`config.mk`:
```
export PLATFORM = sky130hd
export DESIGN_NAME = apb_gpio_lock_gate
export DESIGN_NICKNAME = d
export VERILOG_FILES = /design/src/rtl/apb_gpio_lock_gate.sv
export SDC_FILE = /design/constraint.sdc
export NUM_CORES = 1
export LEC_CHECK = 0
export BUFFER_PORTS_ARGS = -buffer_cell sky130_fd_sc_hd__buf_2
export CORE_MARGIN = 3
export CORE_UTILIZATION = 40
export DETAILED_ROUTE_END_ITERATION = 10
export PLACE_DENSITY = 0.75
export SYNTH_ARGS = -nofsm -noshare
export SYNTH_HDL_FRONTEND = slang
export SYNTH_SLANG_ARGS = --single-unit
```
`constraint.sdc`:
```
create_clock -name HCLK -period 2.05 [get_ports HCLK]
set_input_delay 0.1025 -clock HCLK [delete_from_list [all_inputs] [get_ports HCLK]]
set_output_delay 0.1025 -clock HCLK [all_outputs]
set_load 0.05 [all_outputs]
```
`src/rtl/apb_gpio_lock_gate.sv`:
```
// rtl/apb_gpio_lock_gate.sv - APB write gate for GPIO output channels with per-channel locks and a key-sequence unlock.
module apb_gpio_lock_gate #(
  parameter int                DATA_W     = 32,
  parameter int                N_CH       = 4,
  parameter int                ADDR_W     = 8,
  parameter int                CNT_W      = 16,
  parameter logic [N_CH-1:0]   LOCK_RESET = {N_CH{1'b1}},
  parameter logic [DATA_W-1:0] DATA_RESET = '0,
  parameter logic [31:0]       KEY1       = 32'h5EC0_0DE1,
  parameter logic [31:0]       KEY2       = 32'h5EC0_0DE2
) (
  input  logic                   HCLK,
  input  logic                   HRESET,
  input  logic                   PSEL,
  input  logic                   PENABLE,
  input  logic                   PWRITE,
  input  logic [ADDR_W-1:0]      PADDR,
  input  logic [DATA_W-1:0]      PWDATA,
  output logic [DATA_W-1:0]      PRDATA,
  output logic                   PREADY,
  output logic                   PSLVERR,
  output logic [N_CH*DATA_W-1:0] gpio_out,
  output logic [N_CH-1:0]        lock_o
);

  localparam int WA_W = ADDR_W - 2;
  localparam int CH_W = (N_CH > 1) ? $clog2(N_CH) : 1;

  typedef enum logic [1:0] {
    ST_IDLE    = 2'd0,
    ST_KEY1_OK = 2'd1,
    ST_ARMED   = 2'd2
  } state_e;

  state_e                         state_q, state_d;
  logic [N_CH-1:0]                lock_q, lock_d;
  logic [N_CH-1:0][DATA_W-1:0]    data_q, data_d;
  logic [CNT_W-1:0]               cnt_q, cnt_d;
  logic                           glock_q, glock_d;

  logic [WA_W-1:0] word;
  logic [CH_W-1:0] ch_idx;
  logic            sel_lock, sel_key, sel_status, sel_data, mapped;
  logic            access, wr_acc, rd_acc;
  logic [DATA_W-1:0] status_rd;
  logic [DATA_W-1:0] prdata_c;
  logic            pslverr_c;
  logic            unused_addr_lsb;

  assign unused_addr_lsb = ^PADDR[1:0];

  assign word       = PADDR[ADDR_W-1:2];
  assign ch_idx     = CH_W'(word - WA_W'(4));
  assign sel_lock   = (word == WA_W'(0));
  assign sel_key    = (word == WA_W'(1));
  assign sel_status = (word == WA_W'(2));
  assign sel_data   = (word >= WA_W'(4)) && (word < WA_W'(4 + N_CH));
  assign mapped     = sel_lock | sel_key | sel_status | sel_data;

  assign access = PSEL & PENABLE;
  assign wr_acc = access & PWRITE;
  assign rd_acc = access & ~PWRITE;

  always_comb begin
    status_rd            = '0;
    status_rd[CNT_W-1:0] = cnt_q;
    status_rd[17:16]     = state_q;
    status_rd[18]        = glock_q;
  end

  always_comb begin
    prdata_c  = '0;
    pslverr_c = 1'b0;
    if (access) begin
      if (!mapped) begin
        pslverr_c = 1'b1;
      end else if (PWRITE && sel_data && lock_q[ch_idx]) begin
        pslverr_c = 1'b1;
      end else if (PWRITE && sel_key && glock_q) begin
        pslverr_c = 1'b1;
      end
    end
    if (rd_acc) begin
      if (sel_lock) begin
        prdata_c = DATA_W'(lock_q);
      end else if (sel_status) begin
        prdata_c = status_rd;
      end else if (sel_data) begin
        prdata_c = data_q[ch_idx];
      end
    end
  end

  // Register updates: only completed accesses change state.
  always_comb begin
    lock_d  = lock_q;
    data_d  = data_q;
    cnt_d   = cnt_q;
    glock_d = glock_q;
    if (wr_acc) begin
      if (sel_lock) begin
        if (state_q == ST_ARMED) begin
          lock_d = lock_q & ~PWDATA[N_CH-1:0];
        end else begin
          lock_d = lock_q | PWDATA[N_CH-1:0];
        end
      end
      if (sel_status) begin
        if (PWDATA[31]) begin
          glock_d = 1'b1;
        end
        if (PWDATA[30]) begin
          cnt_d = '0;
        end
      end
      if (sel_data) begin
        if (lock_q[ch_idx]) begin
          if (cnt_q != '1) begin
            cnt_d = cnt_q + CNT_W'(1);
          end
        end else begin
          data_d[ch_idx] = PWDATA;
        end
      end
    end
  end

  // Unlock FSM: any access that does not advance the key sequence falls back to IDLE.
  always_comb begin
    state_d = state_q;
    if (access) begin
      state_d = ST_IDLE;
      case (state_q)
        ST_IDLE: begin
          if (wr_acc && sel_key && (PWDATA == DATA_W'(KEY1))) begin
            state_d = ST_KEY1_OK;
          end
        end
        ST_KEY1_OK: begin
          if (wr_acc && sel_key && (PWDATA == DATA_W'(KEY2))) begin
            state_d = ST_ARMED;
          end
        end
        default: state_d = ST_IDLE;
      endcase
    end
    // Global lock (including one being set right now) pins the FSM in IDLE.
    if (glock_d) begin
      state_d = ST_IDLE;
    end
  end

  always_ff @(posedge HCLK) begin
    if (HRESET) begin
      state_q <= ST_IDLE;
      lock_q  <= LOCK_RESET;
      data_q  <= {N_CH{DATA_RESET}};
      cnt_q   <= '0;
      glock_q <= 1'b0;
    end else begin
      state_q <= state_d;
      lock_q  <= lock_d;
      data_q  <= data_d;
      cnt_q   <= cnt_d;
      glock_q <= glock_d;
    end
  end

  assign PRDATA   = prdata_c;
  assign PSLVERR  = pslverr_c;
  assign PREADY   = 1'b1;
  assign gpio_out = data_q;
  assign lock_o   = lock_q;

endmodule
```
==> impl_metrics.tcl <==
set metrics [dict create \
    outcome "finished clean" \
    syn_area_um2 6985 \
    cts_root_buf "clkbuf_16" \
    place_congestion 0.9044 \
    required_ns 2.33 \
    clkLatencyLatePin_ns 0.42 \
    die_h_um 138.2 \
    final_cells 1329 \
    drive_above_1_share_pct 35.71 \
    synthArstFlopShare_pct 0 \
    cts_made_buffers 17 \
    drtPass1Iterations 8 \
    ys_types 62 \
    synthTopCellsByCount "nand2_1, dfxtp_1, a21oi_1" \
    register_area_um2 3027 \
    drt_iter0_drc 724 \
    drt-total-wl_um 26040 \
    rsz0062_at_grt "true" \
    syn_avg_cell_area_um2 8.540 \
    coreArea_um2 16820 \
    synth_area_leader_cell "dfxtp_1" \
    setup_violations 0 \
    hold_viol_final 0 \
    die-area_um2 19090 \
    skew_ns 0.006845 \
    place_ws_ns -0.001655 \
    tightest_slew_ns 0.6438 \
    dp_hpwl_um 16370 \
    syn-num-nets 864 \
    yosysMostFrequentCell "nand2_1" \
    grt_pass1_wl_um 39110 \
    end_kind "flip-flop" \
    grt_overflow 0 \
    io_buffers 207 \
    r2r_setup_slack_ns 0.006 \
    diodes 0 \
    relSlewSlack_pct 57.08 \
    final_area_um2 9921 \
    nets 1142 \
    netlist_top_cells_area "dfxtp_1, nand2_1, mux4_2" \
    clk_pin_slew_ns 0.06 \
    maxCapViolCount 0 \
    synth_top_area_share_pct 43.27 \
    dp.cells 1252 \
    viasPerCell 5.592 \
    leakage_nw 4.102 \
    clockBufferDepth 2 \
    drtAntennaViolNets 0 \
    period_share_pct 99.69 \
    synthCells 818 \
    cellPowerDensity_nw_per_um2 654.7 \
    grt_max_degree 61 \
    fin_crit_ns 2.044 \
    floorplan.rows 47 \
    clock-sinks 151 \
    drv_slew 0 \
    vdd.ir_drop.worst_mv 0.5914 \
    grt_usage_pct 25.73 \
    wl_per_cell_um 19.59 \
    cts_tree "built" \
    via_count 7432 \
    yosys_warnings 0 \
    ys_ff_latch 151 \
    synth_edf_count 0 \
    antenna_found_initial 0 \
    multi_input_area_um2 3790 \
    final.setup.tns_ns 0 \
    crit_arrival_ns 2.32 \
    postPlaceCellArea_um2 8682 \
    max_freq_mhz 489.3 \
    setup_slack_ns 0.006394 \
    min_path_type "in2reg" \
    synth-main-ff-cell "dfxtp_1" \
    die_width_um 138.2 \
    path_max_fanout 8 \
    crit_type "reg2reg" \
    seq_area_frac_synth_pct 43.27 \
    n_fill_cell 1479 \
    initial_core_util_pct 41.53 \
    cp-start-kind "flip-flop" \
    grt_pass1_vias 7128 \
    htreeDepth 4 \
    drc 0 \
    syn2layout_area_growth_pct 42.02 \
    ios 211 \
]
[through the flow]
step	hold WS [ns]	total power [mW]	utilization, %
floorplan	0.2385	3.151	-
global placement	0.3871	3.306	51.62
detailed placement	0.3923	3.308	51.62
CTS	0.03714	6.512	57.46
global route	0.06600	6.694	58.99
finish	0.06148	6.495	58.99
[final cells by class]
cell class	instances	area share, %
Multi-Input combinational cell	602	38.20
Timing Repair Buffer	318	22.26
Inverter	6	0.2270
Tap cell	220	2.775
Sequential cell	151	30.51
Clock inverter	12	1.526
Clock buffer	20	4.502
[critical path, stage by stage, from the launching register on]
cell and delay (ns):
dfxtp_2 0.32, mux4_2 0.53, buf_6 0.16, nor3_4 0.11, buf_6 0.16, buf_6 0.11, nand3_4 0.13, clkbuf_16 0.23
nand2_1 0.08, a21oi_1 0.07
[final timing paths]
kind | start | endpoint | cells past startpoint
min | PWDATA[16] | gpio_out[80]$_SDFFE_PP0P_ | 4
max | flip-flop | gpio_out[126]$_SDFFE_PP0P_ | 9
max reg2reg | flip-flop | gpio_out[126]$_SDFFE_PP0P_ | 9
min reg2reg | gpio_out[17]$_SDFFE_PP0P_ | gpio_out[17]$_SDFFE_PP0P_ | 2
[what timing repair did]
item	CTS	global route
endpoints found under the setup margin	2	116
gates resized for setup	8	43
hold buffers	31	0
endpoints found under the hold margin	111	0
setup buffers	7	1
cloned	0	6
pin swaps	2	6
[routing by layer]
| metal | track usage (%) | wire length (µm) |
|---|---|---|
| met1 | 33.47 | 10530 |
| met2 | 40.93 | 12400 |
| met3 | 7.010 | 2316 |
| met4 | 10.09 | 790 |
| met5 | 0 | 0 |
[flip-flops by register name (all words and copies together), names as in the netlist, named ones only]
register  cells
state_q       2
cnt_q        16
glock_q       1
gpio_out    128
[where the power goes]
| part | internal (mW) | switching, mW | leakage [nW] |
|---|---|---|---|
| registers | 2.93 | 0.000231 | 1.22 |
| clock network | 1.94 | 1.25 | 0.290 |
| logic | 0.149 | 0.220 | 2.60 |
| total | 5.03 | 1.47 | 4.10 |
[layout by cell type (no fill, tap or decap), types with 3 or more instances in the layout]
cell type,count
buf_4,56
a21oi_1,130
nand4_1,3
and3_1,4
o211ai_1,4
a22oi_1,5
nor3_4,3
dlygate4sd3_1,31
a22o_1,21
buf_2,203
a21oi_2,5
clkinv_2,4
buf_6,13
buf_12,12
inv_1,6
bufinv_16,3
nand3_1,9
and2_1,15
or3_1,4
mux4_2,33
or4_1,6
dfxtp_2,3
nor2_1,8
a21o_1,4
nor4_1,8
clkbuf_16,20
nand2_2,5
dfxtp_1,148
or4b_1,3
nand2_1,276
nand4b_1,3
[logic make-up (layout without fill, tap and decap cells)]
| kind of cell | after synthesis | in the layout | synth area share, % |
|---|---|---|---|
| buffers and inverters | 66 | 356 | 4.585 |
| other | 1 | 1 | 0.05368 |
| and+or+nand+nor | 375 | 375 | 24.70 |
| muxes | 34 | 34 | 10.80 |
| adders and majority gates | 1 | 1 | 0.1791 |
| DFF | 151 | 151 | 43.27 |
| AOI/OAI and AO/OA | 190 | 191 | 16.41 |
(Power assumes the default switching activity.)
